`src/rtl/led_matrix_rx.sv`:
```
// led_matrix_rx: HUB75 receive monitor rebuilding latched panel rows into
// a 2-half x 8-row x COLS x 3-bit image, read back over a registered bus.
// Optional oe_n blanking-time check: define LED_MATRIX_RX_BLANK_CHECK_EN.
// Ports:
//   clk, rst_n        system clock, async active-low reset
//   rgb_a/b/c         panel row address lines
//   rgb0, rgb1        {r,g,b} for upper / lower half
//   rgb_clk, rgb_stb  shift clock and latch strobe (rising edge)
//   oe_n              output enable, low = lit
//   clr               sync clear of counters and error flags
//   address, data_out bus read port, 1-cycle latency
//   frame_stb         pulse when stored row 7 is latched
//   err               OR of the sticky error flags
module led_matrix_rx #(
   parameter int         COLS        = 32,
   parameter int         ROW_OFFSET  = 1,
   parameter int         SYNC_STAGES = 2,
   parameter logic [7:0] MIN_BLANK   = 8'h20
) (
   input  logic        clk,
   input  logic        rst_n,
   input  logic        rgb_a,
   input  logic        rgb_b,
   input  logic        rgb_c,
   input  logic [2:0]  rgb0,
   input  logic [2:0]  rgb1,
   input  logic        rgb_clk,
   input  logic        rgb_stb,
   input  logic        oe_n,
   input  logic        clr,
   input  logic [9:0]  address,
   output logic [15:0] data_out,
   output logic        frame_stb,
   output logic        err
);

   localparam logic [5:0] COLS_W = 6'(COLS);

   // Panel-side synchronizer; bit map of each stage:
   // [11:9] row lines, [8:6] rgb0, [5:3] rgb1,
   // [2] rgb_clk, [1] rgb_stb, [0] oe_n
   logic [11:0] in_w;
   logic [11:0] sync_q [SYNC_STAGES];
   logic [11:0] s_w;
   logic [2:0]  dly_q;

   assign in_w = {rgb_c, rgb_b, rgb_a, rgb0, rgb1,
                  rgb_clk, rgb_stb, oe_n};
   assign s_w  = sync_q[SYNC_STAGES-1];

   always_ff @(posedge clk or negedge rst_n) begin
      if (!rst_n) begin
         for (int i = 0; i < SYNC_STAGES; i++) begin
            sync_q[i] <= '0;
         end
         dly_q <= '0;
      end else begin
         sync_q[0] <= in_w;
         for (int i = 1; i < SYNC_STAGES; i++) begin
            sync_q[i] <= sync_q[i-1];
         end
         dly_q <= s_w[2:0];
      end
   end

   logic [2:0] s_rgb0_w;
   logic [2:0] s_rgb1_w;
   logic [2:0] row_w;
   logic       clk_rise;
   logic       stb_rise;

   assign s_rgb0_w = s_w[8:6];
   assign s_rgb1_w = s_w[5:3];
   assign clk_rise = s_w[2] & ~dly_q[2];
   assign stb_rise = s_w[1] & ~dly_q[1];
   // Row lines still show the previous row during the latch
   assign row_w    = s_w[11:9] + 3'(ROW_OFFSET);

   logic [2:0]  stg0_q [COLS];
   logic [2:0]  stg0_d [COLS];
   logic [2:0]  stg1_q [COLS];
   logic [2:0]  stg1_d [COLS];
   logic [2:0]  img0_q [8][COLS];
   logic [2:0]  img1_q [8][COLS];

   logic [5:0]  colcnt_q, colcnt_d;
   logic        ovf_q, ovf_d;
   logic        unf_q, unf_d;
   logic [15:0] frame_cnt_q, frame_cnt_d;
   logic [15:0] latch_cnt_q, latch_cnt_d;
   logic [2:0]  last_row_q, last_row_d;
   logic        frame_stb_q, frame_stb_d;
   logic        err_q, err_d;
   logic [15:0] data_out_q, data_out_d;

   logic        blank_w;
   logic        blank_nx;

   always_comb begin
      stg0_d      = stg0_q;
      stg1_d      = stg1_q;
      colcnt_d    = colcnt_q;
      ovf_d       = ovf_q;
      unf_d       = unf_q;
      frame_cnt_d = frame_cnt_q;
      latch_cnt_d = latch_cnt_q;
      last_row_d  = last_row_q;
      frame_stb_d = 1'b0;

      // Shift is resolved before the latch so a coincident
      // strobe sees the bit just shifted in
      if (clk_rise) begin
         if (colcnt_q < COLS_W) begin
            for (int i = 0; i < COLS; i++) begin
               if (colcnt_q == 6'(i)) begin
                  stg0_d[i] = s_rgb0_w;
                  stg1_d[i] = s_rgb1_w;
               end
            end
            colcnt_d = colcnt_q + 6'd1;
         end else begin
            ovf_d = 1'b1;
         end
      end

      if (stb_rise) begin
         if (colcnt_d < COLS_W) begin
            unf_d = 1'b1;
         end
         colcnt_d    = '0;
         latch_cnt_d = latch_cnt_q + 16'd1;
         last_row_d  = row_w;
         if (row_w == 3'd7) begin
            frame_stb_d = 1'b1;
            frame_cnt_d = frame_cnt_q + 16'd1;
         end
      end

      if (clr) begin
         ovf_d       = 1'b0;
         unf_d       = 1'b0;
         frame_cnt_d = '0;
         latch_cnt_d = '0;
      end

      err_d = ovf_d | unf_d | blank_nx;
   end

   always_comb begin
      data_out_d = '0;
      if (!address[9]) begin
         if (address[8]) begin
            data_out_d = {13'b0,
               img1_q[address[7:5]][address[4:0]]};
         end else begin
            data_out_d = {13'b0,
               img0_q[address[7:5]][address[4:0]]};
         end
      end else begin
         unique case (address[1:0])
            2'd0: data_out_d = {13'b0, blank_w, unf_q, ovf_q};
            2'd1: data_out_d = frame_cnt_q;
            2'd2: data_out_d = latch_cnt_q;
            2'd3: data_out_d = {7'b0, colcnt_q, last_row_q};
            default: data_out_d = '0;
         endcase
      end
   end

   always_ff @(posedge clk or negedge rst_n) begin
      if (!rst_n) begin
         for (int c = 0; c < COLS; c++) begin
            stg0_q[c] <= '0;
            stg1_q[c] <= '0;
         end
         colcnt_q    <= '0;
         ovf_q       <= 1'b0;
         unf_q       <= 1'b0;
         frame_cnt_q <= '0;
         latch_cnt_q <= '0;
         last_row_q  <= '0;
         frame_stb_q <= 1'b0;
         err_q       <= 1'b0;
         data_out_q  <= '0;
      end else begin
         for (int c = 0; c < COLS; c++) begin
            stg0_q[c] <= stg0_d[c];
            stg1_q[c] <= stg1_d[c];
         end
         colcnt_q    <= colcnt_d;
         ovf_q       <= ovf_d;
         unf_q       <= unf_d;
         frame_cnt_q <= frame_cnt_d;
         latch_cnt_q <= latch_cnt_d;
         last_row_q  <= last_row_d;
         frame_stb_q <= frame_stb_d;
         err_q       <= err_d;
         data_out_q  <= data_out_d;
      end
   end

   // Image write is not gated by clr
   always_ff @(posedge clk or negedge rst_n) begin
      if (!rst_n) begin
         for (int r = 0; r < 8; r++) begin
            for (int c = 0; c < COLS; c++) begin
               img0_q[r][c] <= '0;
               img1_q[r][c] <= '0;
            end
         end
      end else if (stb_rise) begin
         for (int c = 0; c < COLS; c++) begin
            img0_q[row_w][c] <= stg0_d[c];
            img1_q[row_w][c] <= stg1_d[c];
         end
      end
   end

`ifdef LED_MATRIX_RX_BLANK_CHECK_EN
   logic [7:0] bcnt_q, bcnt_d;
   logic [7:0] pcnt_q, pcnt_d;
   logic       parm_q, parm_d;
   logic       blank_q, blank_d;
   logic       oe_fall;

   assign oe_fall = dly_q[0] & ~s_w[0];

   always_comb begin
      bcnt_d  = '0;
      pcnt_d  = pcnt_q;
      parm_d  = parm_q;
      blank_d = blank_q;

      if (s_w[0]) begin
         bcnt_d = (bcnt_q == 8'hFF) ? bcnt_q : bcnt_q + 8'd1;
      end

      // pcnt_q equals cycles elapsed since the strobe edge
      if (parm_q) begin
         if (oe_fall && (pcnt_q < MIN_BLANK)) begin
            blank_d = 1'b1;
         end
         if (pcnt_q >= MIN_BLANK) begin
            parm_d = 1'b0;
         end else begin
            pcnt_d = pcnt_q + 8'd1;
         end
      end

      if (stb_rise) begin
         if (bcnt_q < MIN_BLANK) begin
            blank_d = 1'b1;
         end
         parm_d = 1'b1;
         pcnt_d = 8'd1;
      end

      if (clr) begin
         blank_d = 1'b0;
      end
   end

   always_ff @(posedge clk or negedge rst_n) begin
      if (!rst_n) begin
         bcnt_q  <= '0;
         pcnt_q  <= '0;
         parm_q  <= 1'b0;
         blank_q <= 1'b0;
      end else begin
         bcnt_q  <= bcnt_d;
         pcnt_q  <= pcnt_d;
         parm_q  <= parm_d;
         blank_q <= blank_d;
      end
   end

   assign blank_w  = blank_q;
   assign blank_nx = blank_d;
`else
   logic unused_blank;
   assign unused_blank = ^{MIN_BLANK, s_w[0], dly_q[0]};
   assign blank_w  = 1'b0;
   assign blank_nx = 1'b0;
`endif

   assign data_out  = data_out_q;
   assign frame_stb = frame_stb_q;
   assign err       = err_q;

endmodule

```
`config.mk`:
```
export PLATFORM = sky130hd
export DESIGN_NAME = led_matrix_rx
export DESIGN_NICKNAME = d
export VERILOG_FILES = /design/src/rtl/led_matrix_rx.sv
export SDC_FILE = /design/constraint.sdc
export NUM_CORES = 2
export LEC_CHECK = 0
export CAP_MARGIN = 20
export CORE_ASPECT_RATIO = 0.7
export CORE_MARGIN = 3
export CORE_UTILIZATION = 45
export DETAILED_ROUTE_END_ITERATION = 10
export SETUP_SLACK_MARGIN = 0.15
export SYNTH_ARGS = -nofsm -noshare
export SYNTH_HDL_FRONTEND = slang
export SYNTH_SLANG_ARGS = --single-unit
export TNS_END_PERCENT = 1
```
`constraint.sdc`:
```
create_clock -name clk -period 2.02 [get_ports clk]
set_input_delay 0.303 -clock clk [delete_from_list [all_inputs] [get_ports clk]]
set_output_delay 0.303 -clock clk [all_outputs]
set_load 0.02 [all_outputs]
```
==> results.yml <==
run_status:
  status: "complete, but fails checks"
  violations: "hold timing, setup timing"
worst_setup_path:
  worstPathRequired_ns: 2.76
  cp_num_buf_inv: 4
  arrival_ns: 3.19
  end_kind: "register"
  critPathMaxFanout: 7
  max_stage_delay_ns: 0.51
  critPathSlowestCell: "clkdlybuf4s50_1"
  path_delay_family: "buffers and inverters"
  critPathLaunchType: "input port"
  r2r-start: "img1_q[714]$_DFFE_PN0P_"
  startpoint: "address[1]"
  path_cells: "clkdlybuf4s50_1, buf_12, buf_4, nor2b_4, buf_4, nand2_1, o21ai_0, o311a_1, a31oi_4, a21o_1, nor3_2"
  path_class: "input port to register"
  path_common_cell: "buf_4"
grt:
  track_usage_pct: 27.8
  grt_pass1_vias: 57700
  grt_max_degree: 81
  gr-total-overflow: 0
  grt_pass1_wl_um: 375000
  antenna_found_initial: 8
die:
  dieWidth_um: 503
  dieArea_mm2: 0.178
  die_h_um: 354
  start_util_pct: 45.4
  fp-row-count: 127
  num_io_pins: 43
  core_area_mm2: 0.172
placement:
  gp_congestion: 0.906
  dpl.cell_count: 9864
  port-buffer-count: 41
  place.detailed.hpwl_um: 169000
  place_ws_ns: -1.35
drt:
  wire_per_inst_um: 24.2
  drcViolationCount: 0
  via_per_inst: 5.73
  wirelength_um: 247000
  ant_nets: 0
  drtIter0Drc: 5740
  drt_first_pass_iters: 5
  num_vias: 58500
timing:
  setup_viol: 1497
  rsz0062_at_grt: "yes"
  worst_slack_ns: -0.434
  min_period_over_period_pct: 121
  final_hold_viol_count: 1
  fmax_mhz: 407
  finClkSkew_ns: 0.0349
  tns_ns: -190.22
  worstMarginPinSlew_ns: 0.782
  fin_crit_ns: 2.45
  maxSlewHeadroom_pct: 47.9
  slew_violations: 0
  holdWs_ns: -0.00321
synthesis:
  ys_ff_latch: 1813
  yosysTopAreaCell: "dfrtp_1"
  synthTopCellsByArea: "dfrtp_1 58%, a21oi_1 7.8%, mux4_2 6.9%"
  synth_compound_area_share_pct: 13.0
  synth_ff_type: "dfrtp_1"
  syn_area_mm2: 0.0779
  synthAdderAreaFrac_pct: 0.128
  synth_top_area_share_pct: 58.2
  synthSimpleGateAreaFrac_pct: 9.86
  yosysSeqAreaShare_pct: 58.2
  synth.distinct_cells: 70
  synth_nets: 7205
  synth_xor_area_share_pct: 0.326
  synth_top_family_by_area: "multiplexers"
  async_reset_ff_share_pct: 100
  ys_warn_count: 0
  synth.avg_cell_area_um2: 10.9
  synth-edff-count: 0
  synthMuxAreaShare_pct: 14.0
  syn_inst: 7172
cts:
  numCtsBuffers: 172
  clockBufferDepth: 3
  clk_pin_slew_ns: 0.07
  clk_latency_ns: 0.83
  cts-root-buf: "clkbuf_16"
  cts_tree: "built"
  clock_sinks: 1813
  htree_levels: 4
run:
  max_cap_viol_count: 0
worst_hold_path:
  hold_class: "input port to asynchronous set/reset pin"
power:
  p_per_area_mw_per_mm2: 1080
  leakagePower_nw: 45.1
  ir_drop_uv: 956
final_layout:
  fillers: 14400
  fin_nets: 7848
  final_layout_size_suffix_gt1_share_pct: 21.7
  areaGrowthSynthToFinish_pct: 23.4
  finalNonFillerCells: 10200
## worst reg2reg max path, stage by stage, from the launching register on
cell and delay [ns]:
dfrtp_1 0.39, mux4_2 0.47, mux2_4 0.32, a221oi_4 0.34
a221oi_2 0.12, buf_4 0.17, a311oi_2 0.20, buf_4 0.17
a21o_1 0.10, nor3_2 0.05
## stage by stage
| stage | util, % | area [µm²] | total power, mW | hold slack, ns |
|---|---|---|---|---|
| 2_1_floorplan | - | 78200 | 61.3 | 0.00741 |
| 3_3_place_gp | 51.7 | 88700 | 68.8 | 0.246 |
| 3_5_place_dp | 51.7 | 88700 | 69.9 | 0.254 |
| 4_1_cts | 55.6 | 95400 | 104 | 0.0145 |
| 5_1_grt | 56.0 | 96100 | 109 | 0.0589 |
| 6_report | 56.0 | 96100 | 104 | -0.00321 |
## final timing paths
| path | endpoint | slack [ns] | cells after the start |
|---|---|---|---|
| hold / removal | img1_q[749]$_DFFE_PN0P_ | -0.003 | 2 |
| max in group asynchronous | s_w[4]$_DFF_PN0_ | 0.93 | 4 |
| min in group clk | latch_cnt_q[9]$_DFFE_PN0P_ | 0.32 | 3 |
| hold reg to reg | s_w[11]$_DFF_PN0_ | 0.35 | 0 |
| setup / recovery | data_out[0]$_DFF_PN0_ | -0.43 | 11 |
| setup reg to reg | data_out[0]$_DFF_PN0_ | -0.42 | 9 |
## kinds of logic (layout without fill, tap and decap cells)
logic type,count (synthesis),after routing
AO/OA/AOI/OAI,1888,1888
buffers and inverters,743,1524
AND/OR/NAND/NOR,1939,1939
multiplexers,752,752
flip-flops,1813,1813
XOR/XNOR,29,29
adder cells (fa/ha/maj),8,8
other,0,4
## power by group
group	leakage, nW	switching, mW	total [mW]	internal (mW)
Clock	2.88	14.7	33.8	19.1
Combinational	19.3	10.8	20.8	10.0
Sequential	22.8	4.57	49.3	44.8
Total	45.1	30.1	104	73.9
## routing by layer
| layer | part of all wire [%] | global-route usage [%] | vias to the layer above |
|---|---|---|---|
| li1 | - | - | 26300 |
| met5 | 0.017 | 0 | - |
| met2 | 44 | 41.1 | 2049 |
| met1 | 45 | 41.5 | 29800 |
| met4 | 2.9 | 8.33 | 6 |
| met3 | 7.9 | 5.84 | 373 |
## state kept, by name, summed over array words and instances (netlist names), 2 cells and up
signal / flops
img0_q: 768
img1_q: 768
stg0_q: 96
stg1_q: 96
data_out: 16
frame_cnt_q: 16
latch_cnt_q: 16
s_w: 11
sync_q: 11
colcnt_q: 6
last_row_q: 3
dly_q: 2
## what timing repair did
| item | in CTS | in global routing |
|---|---|---|
| pin swaps | 64 | 62 |
| setup buffers | 6 | 9 |
| hold buffers | 12 | 0 |
| gates cloned | 3 | 4 |
| gates resized for setup | 259 | 288 |
| endpoints found under the hold margin | 886 | 0 |
| setup endpoints to repair | 1769 | 1770 |
## layout make-up
class,instances,area (µm²),area share [%]
flip-flops and latches,1813,45400,47.2
multi-input cells,4616,30300,31.5
repair buffers,1010,11000,11.4
clock buffers,243,5040,5.25
well taps,2257,2820,2.94
clock inverters,69,806,0.838
inverters,202,763,0.794
diodes,4,10.0,0.0104
## synth_stat cells, drive strengths merged (4+ instances only)
cell type  instances
a211oi            23
a21oi           1222
a221oi            36
a22o               7
a22oi             95
a311oi             5
a31oi              8
a32oi              4
and2               6
and3              14
buf              138
clkbuf           403
dfrtp           1813
ha                 8
inv              201
mux2              22
mux2i            468
mux4             262
nand2            531
nand2b            12
nand3             38
nand4             20
nor2            1238
nor2b             32
nor3              20
nor4              12
o2111ai           11
o211ai             5
o21ai            422
o221ai             8
o22ai             20
or2                4
or3                7
xnor2              8
xor2              21
## cell usage in the layout (no fill, tap or decap), types with 18 or more instances in the layout
| master | Yosys | final |
|---|---|---|
| a211oi_1 | 22 | 18 |
| a21oi_1 | 1222 | 1188 |
| a21oi_2 | 0 | 34 |
| a221oi_1 | 35 | 27 |
| a22oi_1 | 94 | 92 |
| buf_12 | 10 | 235 |
| buf_4 | 30 | 668 |
| buf_6 | 30 | 43 |
| clkbuf_1 | 403 | 26 |
| clkbuf_16 | 0 | 174 |
| clkbuf_8 | 0 | 43 |
| clkdlybuf4s50_1 | 0 | 33 |
| clkinv_2 | 0 | 32 |
| dfrtp_1 | 1813 | 1805 |
| inv_1 | 200 | 197 |
| mux2_2 | 22 | 21 |
| mux2i_1 | 468 | 433 |
| mux2i_4 | 0 | 27 |
| mux4_1 | 24 | 21 |
| mux4_2 | 238 | 241 |
| nand2_1 | 531 | 501 |
| nand2_4 | 0 | 18 |
| nand3_1 | 35 | 32 |
| nand4_1 | 20 | 20 |
| nor2_1 | 1234 | 1225 |
| nor2b_1 | 32 | 25 |
| o21ai_0 | 418 | 189 |
| o21ai_1 | 4 | 215 |
| o22ai_1 | 20 | 18 |
| xor2_1 | 21 | 21 |
Power figures use the tool's default switching activity.
